==> src/rtl/stage_eval_pkg.sv <==
// -----------------------------------------------------------------------------
// stage_eval_pkg
// Shared definitions for the stage result evaluator:
//   - eval_state_t      : evaluator FSM states (IDLE, REQ, ACCUM, CMP, DONE)
//   - ACC_WIDTH_DEFAULT : default stage accumulator width
//   - ACC_SAT_MAX       : saturation ceiling for the default accumulator width
//   - sat_max()         : saturation ceiling for an arbitrary accumulator width
// -----------------------------------------------------------------------------
package stage_eval_pkg;

    typedef enum logic [2:0] {
        IDLE  = 3'd0,
        REQ   = 3'd1,
        ACCUM = 3'd2,
        CMP   = 3'd3,
        DONE  = 3'd4
    } eval_state_t;

    localparam int ACC_WIDTH_DEFAULT = 20;

    localparam logic [ACC_WIDTH_DEFAULT-1:0] ACC_SAT_MAX = {ACC_WIDTH_DEFAULT{1'b1}};

    // All-ones value of a w-bit accumulator, returned in a 32-bit container.
    function automatic logic [31:0] sat_max(input int w);
        logic [31:0] m;
        m = 32'd0;
        for (int i = 0; i < 32; i++) begin
            if (i < w) begin
                m[i] = 1'b1;
            end else begin
                m[i] = 1'b0;
            end
        end
        return m;
    endfunction

endpackage

==> src/rtl/stage_result_evaluator_if.sv <==
// -----------------------------------------------------------------------------
// stage_result_evaluator_if
// Bundles the two handshakes the evaluator takes part in:
//   stage parameter channel : stage_req / stage_index  ->  stage_ack /
//                             stage_size / stage_threshold
//   haar value stream       : haar_valid / haar_value  ->  haar_ready
// Modports:
//   slave  : the evaluator's view (issues stage_req, consumes haar values)
//   master : the environment's view (parameter ROM reader + haar producer)
// -----------------------------------------------------------------------------
interface stage_result_evaluator_if #(
    parameter int DATA_WIDTH_8  = 8,
    parameter int DATA_WIDTH_12 = 12,
    parameter int DATA_WIDTH_16 = 16
);
    logic                     stage_req;
    logic [DATA_WIDTH_8-1:0]  stage_index;
    logic                     stage_ack;
    logic [DATA_WIDTH_8-1:0]  stage_size;
    logic [DATA_WIDTH_16-1:0] stage_threshold;
    logic                     haar_valid;
    logic [DATA_WIDTH_12-1:0] haar_value;
    logic                     haar_ready;

    modport slave (
        output stage_req,
        output stage_index,
        input  stage_ack,
        input  stage_size,
        input  stage_threshold,
        input  haar_valid,
        input  haar_value,
        output haar_ready
    );

    modport master (
        input  stage_req,
        input  stage_index,
        output stage_ack,
        output stage_size,
        output stage_threshold,
        output haar_valid,
        output haar_value,
        input  haar_ready
    );
endinterface

==> src/rtl/stage_result_evaluator_sat_accumulator.sv <==
// -----------------------------------------------------------------------------
// sat_accumulator
// Registered unsigned accumulator that clamps at all-ones instead of wrapping.
// Ports:
//   clk, rst   : clock, asynchronous active-high reset
//   clear      : force accumulator to zero (has priority over add_en)
//   add_en     : add add_value this cycle
//   add_value  : IN_WIDTH-bit unsigned addend (zero-extended)
//   acc        : current accumulator value
// Requires ACC_WIDTH >= IN_WIDTH.
// -----------------------------------------------------------------------------
module sat_accumulator
    import stage_eval_pkg::*;
#(
    parameter int ACC_WIDTH = ACC_WIDTH_DEFAULT,
    parameter int IN_WIDTH  = 12
) (
    input  logic                 clk,
    input  logic                 rst,
    input  logic                 clear,
    input  logic                 add_en,
    input  logic [IN_WIDTH-1:0]  add_value,
    output logic [ACC_WIDTH-1:0] acc
);

    localparam logic [ACC_WIDTH-1:0] SAT_MAX = {ACC_WIDTH{1'b1}};

    // One extra bit catches the carry out; a set carry means the sum overflowed.
    logic [ACC_WIDTH:0] sum_s;

    // Widened sum of the current value and the zero-extended addend
    always_comb begin
        sum_s = {1'b0, acc} + {{(ACC_WIDTH + 1 - IN_WIDTH){1'b0}}, add_value};
    end

    // Accumulator register with clear priority and clamp on overflow
    always_ff @(posedge clk or posedge rst) begin
        if (rst) begin
            acc <= {ACC_WIDTH{1'b0}};
        end else if (clear) begin
            acc <= {ACC_WIDTH{1'b0}};
        end else if (add_en) begin
            acc <= sum_s[ACC_WIDTH] ? SAT_MAX : sum_s[ACC_WIDTH-1:0];
        end
    end

endmodule

==> src/rtl/stage_result_evaluator.sv <==
// -----------------------------------------------------------------------------
// stage_result_evaluator
// Consumer end of the cascade classifier pipeline. For each detection window
// it fetches every stage's (size, threshold), sums that many haar values in a
// saturating accumulator and compares against the threshold. A failing stage
// rejects the window at once; passing all NUM_STAGE stages reports a face.
//
// Ports:
//   clk_fpga, reset_fpga : clock, asynchronous active-high reset
//   start                : pulse, begin a new window (honoured only when idle)
//   busy                 : high from accepted start until the verdict cycle
//   bus (slave modport)  : stage parameter req/ack and haar valid/ready stream
//   result_valid         : one-cycle verdict strobe
//   result_face          : 1 = every stage passed
//   result_stage         : rejecting stage, or NUM_STAGE for a face
//
// Optional feature, macro STAGE_TRACE_EN:
//   trace_valid          : high in every compare cycle
//   trace_sum            : the compared stage sum, held until the next compare
// -----------------------------------------------------------------------------
module stage_result_evaluator
    import stage_eval_pkg::*;
#(
    parameter int DATA_WIDTH_8  = 8,
    parameter int DATA_WIDTH_12 = 12,
    parameter int DATA_WIDTH_16 = 16,
    parameter int ACC_WIDTH     = ACC_WIDTH_DEFAULT,
    parameter int NUM_STAGE     = 25
) (
    input  logic                     clk_fpga,
    input  logic                     reset_fpga,
    input  logic                     start,
    output logic                     busy,
    stage_result_evaluator_if.slave  bus,
    output logic                     result_valid,
    output logic                     result_face,
    output logic [DATA_WIDTH_8-1:0]  result_stage
`ifdef STAGE_TRACE_EN
    ,
    output logic                     trace_valid,
    output logic [ACC_WIDTH-1:0]     trace_sum
`endif
);

    localparam logic [DATA_WIDTH_8-1:0] ZERO8      = {DATA_WIDTH_8{1'b0}};
    localparam logic [DATA_WIDTH_8-1:0] ONE8       = {{(DATA_WIDTH_8-1){1'b0}}, 1'b1};
    localparam logic [DATA_WIDTH_8-1:0] LAST_STAGE = DATA_WIDTH_8'(NUM_STAGE - 1);
    localparam logic [DATA_WIDTH_8-1:0] FACE_STAGE = DATA_WIDTH_8'(NUM_STAGE);
    // Common width so the sum and the threshold are both compared zero-extended.
    localparam int CMP_W = (ACC_WIDTH > DATA_WIDTH_16) ? ACC_WIDTH : DATA_WIDTH_16;

    eval_state_t              state;
    logic                     stage_req_r;
    logic [DATA_WIDTH_8-1:0]  stage_index_r;
    logic                     haar_ready_r;
    logic [DATA_WIDTH_8-1:0]  size_r;
    logic [DATA_WIDTH_16-1:0] thr_r;
    logic [DATA_WIDTH_8-1:0]  count_r;

    logic [ACC_WIDTH-1:0]     acc_s;
    logic                     xfer_s;
    logic                     pass_s;
    logic                     acc_clear_s;

    assign bus.stage_req   = stage_req_r;
    assign bus.stage_index = stage_index_r;
    assign bus.haar_ready  = haar_ready_r;

    // Transfer qualification, stage pass test and accumulator clear control
    always_comb begin
        xfer_s      = 1'b0;
        pass_s      = 1'b0;
        acc_clear_s = 1'b0;
        if ((state == ACCUM) && haar_ready_r && bus.haar_valid) begin
            xfer_s = 1'b1;
        end else begin
            xfer_s = 1'b0;
        end
        if (CMP_W'(acc_s) >= CMP_W'(thr_r)) begin
            pass_s = 1'b1;
        end else begin
            pass_s = 1'b0;
        end
        // Fresh sum for a new window and for every following stage.
        if ((state == IDLE) && start) begin
            acc_clear_s = 1'b1;
        end else if ((state == CMP) && pass_s) begin
            acc_clear_s = 1'b1;
        end else begin
            acc_clear_s = 1'b0;
        end
    end

    sat_accumulator #(
        .ACC_WIDTH (ACC_WIDTH),
        .IN_WIDTH  (DATA_WIDTH_12)
    ) u_acc (
        .clk       (clk_fpga),
        .rst       (reset_fpga),
        .clear     (acc_clear_s),
        .add_en    (xfer_s),
        .add_value (bus.haar_value),
        .acc       (acc_s)
    );

    // Window sequencing FSM with all handshake and verdict outputs registered
    always_ff @(posedge clk_fpga or posedge reset_fpga) begin
        if (reset_fpga) begin
            state         <= IDLE;
            busy          <= 1'b0;
            stage_req_r   <= 1'b0;
            stage_index_r <= ZERO8;
            haar_ready_r  <= 1'b0;
            size_r        <= ZERO8;
            thr_r         <= {DATA_WIDTH_16{1'b0}};
            count_r       <= ZERO8;
            result_valid  <= 1'b0;
            result_face   <= 1'b0;
            result_stage  <= ZERO8;
        end else begin
            case (state)
                IDLE: begin
                    if (start) begin
                        busy          <= 1'b1;
                        stage_index_r <= ZERO8;
                        stage_req_r   <= 1'b1;
                        state         <= REQ;
                    end
                end
                REQ: begin
                    // stage_req stays up through the ack cycle and drops after it.
                    if (bus.stage_ack) begin
                        stage_req_r <= 1'b0;
                        size_r      <= bus.stage_size;
                        thr_r       <= bus.stage_threshold;
                        count_r     <= ZERO8;
                        if (bus.stage_size == ZERO8) begin
                            state <= CMP;
                        end else begin
                            haar_ready_r <= 1'b1;
                            state        <= ACCUM;
                        end
                    end
                end
                ACCUM: begin
                    if (xfer_s) begin
                        count_r <= count_r + ONE8;
                        // size_r is nonzero here, so size_r - 1 cannot underflow.
                        if (count_r == (size_r - ONE8)) begin
                            haar_ready_r <= 1'b0;
                            state        <= CMP;
                        end
                    end
                end
                CMP: begin
                    if (pass_s) begin
                        if (stage_index_r == LAST_STAGE) begin
                            result_valid <= 1'b1;
                            result_face  <= 1'b1;
                            result_stage <= FACE_STAGE;
                            busy         <= 1'b0;
                            state        <= DONE;
                        end else begin
                            stage_index_r <= stage_index_r + ONE8;
                            stage_req_r   <= 1'b1;
                            state         <= REQ;
                        end
                    end else begin
                        result_valid <= 1'b1;
                        result_face  <= 1'b0;
                        result_stage <= stage_index_r;
                        busy         <= 1'b0;
                        state        <= DONE;
                    end
                end
                DONE: begin
                    result_valid <= 1'b0;
                    state        <= IDLE;
                end
                default: begin
                    busy         <= 1'b0;
                    stage_req_r  <= 1'b0;
                    haar_ready_r <= 1'b0;
                    result_valid <= 1'b0;
                    state        <= IDLE;
                end
            endcase
        end
    end

`ifdef STAGE_TRACE_EN
    logic [ACC_WIDTH-1:0] trace_hold_r;

    // Keep the last compared sum, since the accumulator clears on a pass
    always_ff @(posedge clk_fpga or posedge reset_fpga) begin
        if (reset_fpga) begin
            trace_hold_r <= {ACC_WIDTH{1'b0}};
        end else if (state == CMP) begin
            trace_hold_r <= acc_s;
        end
    end

    // Present the live sum during the compare cycle, the held copy afterwards
    always_comb begin
        trace_valid = 1'b0;
        trace_sum   = trace_hold_r;
        if (state == CMP) begin
            trace_valid = 1'b1;
            trace_sum   = acc_s;
        end else begin
            trace_valid = 1'b0;
            trace_sum   = trace_hold_r;
        end
    end
`endif

endmodule

==> src/flat_wrapper.sv <==
// flat-port wrapper written by rule: the top's interface ports become plain ports
module stage_result_evaluator_flat import stage_eval_pkg::*;
#(
    parameter int DATA_WIDTH_8  = 8,
    parameter int DATA_WIDTH_12 = 12,
    parameter int DATA_WIDTH_16 = 16,
    parameter int ACC_WIDTH     = ACC_WIDTH_DEFAULT,
    parameter int NUM_STAGE     = 25
)
  (clk_fpga, reset_fpga, start, busy, result_valid, result_face, result_stage, bus_stage_req, bus_stage_index, bus_stage_ack, bus_stage_size, bus_stage_threshold, bus_haar_valid, bus_haar_value, bus_haar_ready);
  stage_result_evaluator_if #(.DATA_WIDTH_8(DATA_WIDTH_8), .DATA_WIDTH_12(DATA_WIDTH_12), .DATA_WIDTH_16(DATA_WIDTH_16)) bus_i ();
  input  logic clk_fpga;
  input  logic reset_fpga;
  input  logic start;
  output logic busy;
  output logic result_valid;
  output logic result_face;
  output logic [DATA_WIDTH_8-1:0] result_stage;
  output wire logic [$bits(bus_i.stage_req)-1:0] bus_stage_req;
  output wire logic [$bits(bus_i.stage_index)-1:0] bus_stage_index;
  input wire logic [$bits(bus_i.stage_ack)-1:0] bus_stage_ack;
  input wire logic [$bits(bus_i.stage_size)-1:0] bus_stage_size;
  input wire logic [$bits(bus_i.stage_threshold)-1:0] bus_stage_threshold;
  input wire logic [$bits(bus_i.haar_valid)-1:0] bus_haar_valid;
  input wire logic [$bits(bus_i.haar_value)-1:0] bus_haar_value;
  output wire logic [$bits(bus_i.haar_ready)-1:0] bus_haar_ready;
  assign bus_stage_req = bus_i.stage_req;
  assign bus_stage_index = bus_i.stage_index;
  assign bus_i.stage_ack = bus_stage_ack;
  assign bus_i.stage_size = bus_stage_size;
  assign bus_i.stage_threshold = bus_stage_threshold;
  assign bus_i.haar_valid = bus_haar_valid;
  assign bus_i.haar_value = bus_haar_value;
  assign bus_haar_ready = bus_i.haar_ready;
  stage_result_evaluator #(.DATA_WIDTH_8(DATA_WIDTH_8), .DATA_WIDTH_12(DATA_WIDTH_12), .DATA_WIDTH_16(DATA_WIDTH_16), .ACC_WIDTH(ACC_WIDTH), .NUM_STAGE(NUM_STAGE)) u_core (.clk_fpga(clk_fpga), .reset_fpga(reset_fpga), .start(start), .busy(busy), .bus(bus_i), .result_valid(result_valid), .result_face(result_face), .result_stage(result_stage));
endmodule
==> config.mk <==
export PLATFORM = sky130hd
export DESIGN_NAME = stage_result_evaluator_flat
export DESIGN_NICKNAME = d
export VERILOG_FILES = /design/src/rtl/stage_eval_pkg.sv /design/src/rtl/stage_result_evaluator_if.sv /design/src/rtl/stage_result_evaluator_sat_accumulator.sv /design/src/rtl/stage_result_evaluator.sv /design/src/flat_wrapper.sv
export SDC_FILE = /design/constraint.sdc
export NUM_CORES = 1
export LEC_CHECK = 0
export ABC_CLOCK_PERIOD_IN_PS = 8300
export CORE_MARGIN = 3
export CORE_UTILIZATION = 61
export CTS_BUF_LIST = sky130_fd_sc_hd__clkbuf_4 sky130_fd_sc_hd__clkbuf_8
export CTS_CLUSTER_DIAMETER = 120
export DETAILED_ROUTE_END_ITERATION = 16
export PLACE_DENSITY_LB_ADDON = 0.08
export SETUP_SLACK_MARGIN = 0.02
export SYNTH_ARGS = -nofsm -noshare
export SYNTH_HDL_FRONTEND = slang
export SYNTH_HIERARCHICAL = 1
export SYNTH_SLANG_ARGS = --single-unit
==> constraint.sdc <==
create_clock -name clk_fpga -period 8.3 [get_ports clk_fpga]
set_clock_uncertainty 0.15 [all_clocks]
set_input_delay 0.83 -clock clk_fpga [delete_from_list [all_inputs] [get_ports clk_fpga]]
set_output_delay 0.83 -clock clk_fpga [all_outputs]
set_load 0.005 [all_outputs]
==> summary.txt, run 1 <==
Outcome
  – Status: completed

STA
  – Setup total negative slack: 0 ns
  – Peak clock frequency supported by timing: 0.3071 GHz
  – Final-report setup violation count: 0
  – Worst Tran Pin Value: about 0.75 ns
  – Headroom to the max-slew limit: 49.71%
  – Max-slew violation count: 0
  – Share of the cycle needed by the critical path after routing: 39.23%
  – Final worst path period need: 3.256 ns
  – Hold violation count in the final report: 0
  – RSZ-0062 raised after global routing: false

Place
  – Cell area after placement: 5304 sq um
  – Final weighted congestion in routability-driven placement: between 0.8 and 0.9
  – Half-perimeter wire length after placement: between 7000 and 8000 um
  – Buffers added on ports: 61

GRT
  – Gr ovfl total: 0
  – Vias in the first global route: 3855
  – Maximum number of pins on one net before global-route repair: 57
  – First-pass GRT wire length: 17700 um
  – Total global-route track usage: 25.40%
  – Initial antenna violation count: 0

Critical path
  – Worst r2r path cells: 9
  – Slack of the worst reg-to-reg path: 5.27 ns
  – Worst endpoint required time: 8.39 ns
  – Kind of capture point of the worst setup path: flip-flop
  – Category of the worst setup path launch point: input pin
  – Launching element of the worst setup path: bus_haar_value[0]
  – Worst setup path endpoint: u_core/u_acc/acc[7]
  – Crit Path Class: input pin to flip-flop
  – Worst r2r src: u_core/u_acc/acc[13]
  – Worst R2R End: u_core/u_acc/acc[11]
  – Worst endpoint data arrival time: 3.35 ns
  – Maximum fanout count along the critical path: 13

Clock network
  – Max Buffers Root-to-Sink: 2
  – Clock latency on the worst-skew pair: 0.35 ns
  – Number of hold buffers added after cts: 0
  – Register clock-pin slew on the reported worst setup and hold paths: 0.07 ns
  – CTS tree: done
  – Root Buffer Master: clkbuf_8
  – Inserted Clock Buffers: 9
  – Clk sinks: 76
  – CTS-repair resized insts: 0
  – H-tree Lvls: 3
  – Post-CTS Setup Inserts: 0

Power and ir drop
  – Switching power total: 580.2 uW
  – Clock group share of total power: between 20 and 25%
  – Total power per unit cell area: 276.8 nW/um^2
  – Max VDD drop: 0.1204 mV
  – Standby leakage power: approximately 2.5 nW
  – Part of the power in registers: 37.0%
  – Switching power as a share of total power: 37.94%
  – Comb power frac: between 40% and 50%
  – Internal portion of total power: 949.0 uW

Synth
  – Synth area leaders: dfrtp_1 41%, ha_1 8.6%, nand2_1 4.1%, o21ai_0 3.5%, nor2_1 3.2%
  – Dominant synthesized flop cell: dfrtp_1
  – Nets in the synthesized netlist: 560
  – Number of flops mapped to enable cells by yosys: 0
  – Share of synthesized area occupied by flip-flops and latches: about two fifths
  – Number of instances in the synthesized netlist: approximately 490
  – Average cell area after synthesis: approximately 9.5 sq um
  – Fraction of post-synthesis cell area in the top cell type by area: 41.04%
  – Synthesis Warnings: 6
  – Area of the mapped netlist: between 4000 and 5000 sq um
  – Area leader, netlist: dfrtp_1
  – Share of flip-flops with an asynchronous set or reset: 100.0%
  – Flop and latch count out of synthesis: 76
  – Library cells used by synthesis: 61

Route
  – Number of design-rule violations left by the first detailed-router iteration: 213
  – Post-route antenna net violation count: 0
  – Pre-antenna DRT Iters: 5
  – WL/cell: 16.04 um
  – Total number of vias: 3889
  – Number of remaining DRC errors: 0
  – Vias/cell: 6.011
  – Total wirelength of the detailed-routed design: 10380 um

Worst hold path
  – Type of the most critical hold path: flip-flop to flip-flop

Final layout
  – Number of filler cells placed in the layout: ~500
  – Proportion of layout cells with a drive suffix above 1: 9.307%
  – Net count reported at finish: 617
  – Final design area excluding fillers: roughly 5500 sq um
  – Area growth, synth to finish: 19.20%
  – Ant. Diodes: 0

Die
  – Starting utilization of the core area: 63.22%
  – Floorplan die area: 8680 sq um
  – Number of rows in the core area: 31
  – Vertical die dimension: between 90 and 100 um
  – CORE AREA: 7331 sq um
  – I/O pins: 62
  – Chip Width: 93.17 um

Flow run
  – Number of max-cap violations: 0
## synth_stat cells (4+ instances only)
cell type and instances:
o21a_1 5, a311oi_1 7, o211ai_1 5, a21oi_1 22, nand3_1 12, nand2_1 51
o21ai_0 32, nor4_1 4, inv_1 33, nor2_1 39, nand4_1 11, clkbuf_1 15
xnor2_1 10, dfrtp_1 76, and3_1 8, nand2b_1 4, nor3_1 6, a211oi_1 6
mux2_2 9, mux2i_1 7, a311oi_2 6, nor2b_1 6, xor2_1 14, ha_1 32
o311ai_0 5
## routing by layer
metal / wire (um) / part of all wire, % / GRT usage [%]
met1: 4483 / 43 / 32.26
met2: 5269 / 51 / 44.57
met3: 452 / 4.4 / 3.540
met4: 172 / 1.7 / 8.547
met5: 0 / 0 / 0
## sequential cells by signal, indices dropped and copies added, names as in the netlist
name,flops
u_core/u_acc/acc,20
u_core/thr_r,16
u_core/bus.stage_index,8
u_core/count_r,8
u_core/result_stage,8
u_core/size_r,8
u_core/state,3
u_core/bus.haar_ready,1
u_core/bus.stage_req,1
u_core/busy,1
u_core/result_face,1
u_core/result_valid,1
## worst max-delay path: stages
cell and delay (ns):
clkdlybuf4s50_1 0.46, ha_1 0.22, fa_1 0.27, a211oi_2 0.11, o211ai_2 0.20, nand2_2 0.11, o31ai_4 0.45, nand2_2 0.34
a311oi_1 0.35
## logic make-up after synthesis
group,Yosys count,synth area share (%)
adder cells (fa/ha/maj),33,9.071
XOR/XNOR,24,4.536
multiplexers,16,3.699
AO/OA/AOI/OAI,127,20.65
flip-flops,76,41.04
buffers and inverters,52,4.724
AND/OR/NAND/NOR,158,16.28
## through the flow
step	setup WS, ns	util, %	power, mW	hold slack (ns)	cells
floorplan	5.437	-	1.028	0.3284	486
global placement	4.794	72.35	1.181	0.3305	631
detailed placement	4.695	72.35	1.218	0.3377	631
CTS	5.064	75.35	1.538	0.3553	647
global route	4.857	75.35	1.658	0.3791	647
finish	5.044	75.35	1.529	0.3529	647
## cell usage in the layout, fill, tap and decap left out, drive strengths merged, types with 3 or more instances in the layout
cell,synthesis,layout
a21o,3,3
nand2,54,54
mux2,9,9
mux2i,7,7
nand3,13,13
clkbuf,15,11
a41oi,3,3
a311oi,13,13
nor2,39,39
a31oi,3,3
o21ai,33,33
nor2b,6,6
o21bai,3,3
a211o,3,3
o311ai,5,5
a211oi,9,9
dfrtp,76,76
buf,4,4
ha,32,32
clkdlybuf4s50,0,61
nor4,4,4
nand2b,4,4
o21a,5,5
xor2,14,14
o31ai,5,5
inv,33,33
nor3,6,6
or4,3,3
clkinv,0,3
xnor2,10,10
and2,4,4
o211ai,6,6
and3,8,8
nand4,11,11
a21oi,22,22
## how the worst min path moves through the flow
stage	to	depth (start not counted)	start	slack [ns]
6_report	u_core/result_valid	1	u_core/result_valid	0.35
4_1_cts	u_core/result_valid	1	u_core/result_valid	0.36
3_3_place_gp	u_core/result_valid	1	u_core/result_valid	0.33
2_1_floorplan	u_core/result_valid	1	u_core/result_valid	0.33
5_1_grt	u_core/result_valid	1	u_core/result_valid	0.38
3_5_place_dp	u_core/result_valid	1	u_core/result_valid	0.34
## final cells by class
cell class	count	area (sq um)	area share (%)
Inverter	33	123.9	2.242
Sequential cell	76	1902	34.43
Timing Repair Buffer	65	640.6	11.60
Clock buffer	11	145.1	2.627
Clock inverter	5	75.07	1.359
Tap cell	99	123.9	2.242
Multi-Input combinational cell	358	2514	45.50
## power groups by stage
stage	clock [mW]	combinational (mW)	sequential (mW)
finish	0.314	0.650	0.565
global route	0.339	0.740	0.578
CTS	0.320	0.655	0.563
detailed placement	0	0.648	0.570
global placement	0	0.617	0.564
floorplan	0	0.488	0.540
Note: power is estimated with default switching activity, not from simulation.
==> run 2: changes to the inputs <==
Settings changed: ABC_CLOCK_PERIOD_IN_PS 8300 to 3400, CORE_UTILIZATION 61 to 57.
Clock period 8.3 ns to 3.4 ns, I/O delays scaled along.
==> run 2 against run 1 <==
Register-to-register slack got worse by 4.9 ns. Setup slack got worse by 4.7 ns. Total power rose by 140%. Core utilization decreased by 4.4 points. First-iteration DRC count shrank 22%. Flip-flop and latch count did not move. Highest routed layer unchanged.
==> summary.txt, run 2 (synthesis results as in run 1) <==
Outcome
  – Status: completed

Clock network
  – Clk sinks: 76 (unchanged)
  – CTS-repair resized insts: 0 (unchanged)
  – Post-CTS Setup Inserts: 0 (unchanged)
  – Clock latency on the worst-skew pair: 0.35 ns (about the same)
  – Root Buffer Master: clkbuf_8
  – Register clock-pin slew on the reported worst setup and hold paths: 0.07 ns (about the same)
  – CTS tree: done
  – Inserted Clock Buffers: 9 (unchanged)
  – Max Buffers Root-to-Sink: 2 (unchanged)
  – Number of hold buffers added after cts: 0 (unchanged)
  – H-tree Lvls: 3 (unchanged)

Flow run
  – Number of max-cap violations: 0 (unchanged)

Final layout
  – Ant. Diodes: 0 (unchanged)
  – Proportion of layout cells with a drive suffix above 1: 9.636% (+0.33 points)
  – Final Instance Count excl. Fillers: 652 (+0.77%)
  – Commonest non-fill, non-tap cells in the layout: 76 x dfrtp_1, 61 x clkdlybuf4s50_1, 51 x nand2_1
  – Commonest non-fill, non-tap cell in the layout: dfrtp_1
  – Area growth, synth to finish: 19.49%
  – Net count reported at finish: 620 (+0.49%)
  – Biggest register: u_core/u_acc/acc
  – Largest registers: u_core/u_acc/acc: 20 flops, u_core/thr_r: 16 flops
  – Flip-flop count of the largest register after layout: 20 (unchanged)

Route
  – Pre-antenna DRT Iters: 7 (+2)
  – Vias/cell: 5.979 (-0.54%)
  – Number of remaining DRC errors: 0 (unchanged)
  – Number of design-rule violations left by the first detailed-router iteration: 166 (-22%)
  – Total wirelength of the detailed-routed design: 10390 um (+0.13%)
  – Post-route antenna net violation count: 0 (unchanged)
  – WL/cell: 15.94 um (-0.64%)
  – Total number of vias: 3898 (+0.23%)

GRT
  – Total global-route track usage: 23.80% (-1.6 points)
  – Maximum number of pins on one net before global-route repair: 37 (-35%)
  – Vias in the first global route: 3728 (-3.3%)
  – Gr ovfl total: 0 (unchanged)
  – First-pass GRT wire length: 17240 um (-2.6%)
  – Initial antenna violation count: 0 (unchanged)

Critical path
  – Crit path cell chain: ha_1 > nand4_1 > or4_1 > o31a_1 > and4_1 > o21ai_1 > buf_4 > a311oi_1
  – Kind of capture point of the worst setup path: flip-flop
  – Crit path buffers/inverters: 1 (unchanged)
  – Maximum fanout count along the critical path: 16 (+3)
  – Category of the worst setup path launch point: flip-flop
  – Max stage delay on crit path: 0.55 ns (+0.09 ns)
  – Master of the slowest instance on the critical path: or4_1
  – Worst endpoint data arrival time: 3.10 ns (-0.25 ns)
  – Family with the most delay on the worst path: simple AND/OR/NAND/NOR gates
  – Crit Path Class: flip-flop to flip-flop
  – Worst endpoint required time: 3.45 ns (-4.94 ns)

STA
  – Max-slew violation count: 0 (unchanged)
  – Hold violation count in the final report: 0 (unchanged)
  – Final-report setup violation count: 0 (unchanged)
  – Share of the cycle needed by the critical path after routing: 89.91%
  – Headroom to the max-slew limit: 48.96% (-0.76 points)
  – Final worst path period need: between 3 and 4 ns
  – RSZ-0062 raised after global routing: false
  – Peak clock frequency supported by timing: about 0.33 GHz
  – Worst Tran Pin Value: 0.7648 ns (+0.01136 ns)
  – Setup total negative slack: 0 ns (unchanged)

Power and ir drop
  – Total power per unit cell area: 670.8 nW/um^2 (+140%)
  – Standby leakage power: 2.471 nW (+0.22%)
  – Max VDD drop: 0.3576 mV (+200%)

Die
  – I/O pins: 62 (unchanged)
  – Number of rows in the core area: 32 (+3.2%)
  – Vertical die dimension: 96.17 um (+3.2%)
  – Floorplan die area: 9249 sq um (+6.6%)
  – CORE AREA: 7807 sq um (+6.5%)
  – Chip Width: 96.17 um (+3.2%)
  – Starting utilization of the core area: 59.36% (-3.9 points)

Place
  – Final weighted congestion in routability-driven placement: 0.8584 (-3.2%)
  – Half-perimeter wire length after placement: 7939 um (+3.6%)
  – Buffers added on ports: 61 (unchanged)
  – Dpl cells: 637 (+0.95%)

Worst hold path
  – Type of the most critical hold path: input pin to asynchronous set/reset pin
[run 2: cell types whose count changed in the layout (fill, tap and decap cells not counted), sizes merged]
cell,before,now
buf,4,7
clkinv,3,1
clkbuf,11,13
bufinv,2,1
[run 2: final cells by class]
cell class                      count  area, sq um
Multi-Input combinational cell    358         2514
Tap cell                          102        127.6
Inverter                           33        123.9
Clock buffer                       13        160.2
Fill cell                         597         2270
Sequential cell                    76         1902
Clock inverter                      2        35.03
Timing Repair Buffer               68        675.6
[run 2: path summary, 6_finish.rpt]
path	startpoint	end	slack (ns)	cells after the start
max reg2reg	u_core/u_acc/acc[14]	u_core/u_acc/acc[16]	0.34	8
max in group asynchronous	reset_fpga	u_core/thr_r[15]	2.23	3
max	u_core/u_acc/acc[14]	u_core/u_acc/acc[16]	0.34	8
min reg2reg	u_core/result_valid	u_core/result_valid	0.35	1
min in group clk_fpga	u_core/result_valid	u_core/result_valid	0.35	1
min	reset_fpga	u_core/thr_r[12]	0.23	2
[run 2: worst register-to-register path: stages (launching register included)]
cell and delay (ns):
dfrtp_1 0.43, ha_1 0.31, nand4_1 0.14, or4_1 0.55, o31a_1 0.26, and4_1 0.29, o21ai_1 0.38, buf_4 0.32
a311oi_1 0.08
[run 2: per-stage QoR]
step / util, % / area, sq um / hold WS, ns / worst slack, ns / power [mW]
after floorplan: - / 4634 / 0.1538 / 0.5368 / 2.510
after global placement: 68.43 / 5343 / 0.3363 / 0.3881 / 2.940
after detailed placement: 68.43 / 5343 / 0.3374 / 0.3251 / 3.029
after CTS: 70.93 / 5538 / 0.2487 / 0.3811 / 3.725
after global routing: 70.93 / 5538 / 0.2823 / 0.1969 / 3.997
final: 70.93 / 5538 / 0.2343 / 0.3431 / 3.715
[run 2: metal layers]
layer / track usage [%] / wire, um / vias to the layer above
met5: 0 / 0 / -
met4: 6.517 / 146 / 0
met3: 3.987 / 535 / 16
met2: 41.12 / 5160 / 117
met1: 30.71 / 4547 / 1881
li1: - / - / 1884
[run 2: power by group]
part	switching (mW)	internal [mW]	total [mW]
Clock	0.316	0.379	0.696
Sequential	0.209	1.17	1.37
Combinational	0.903	0.742	1.65
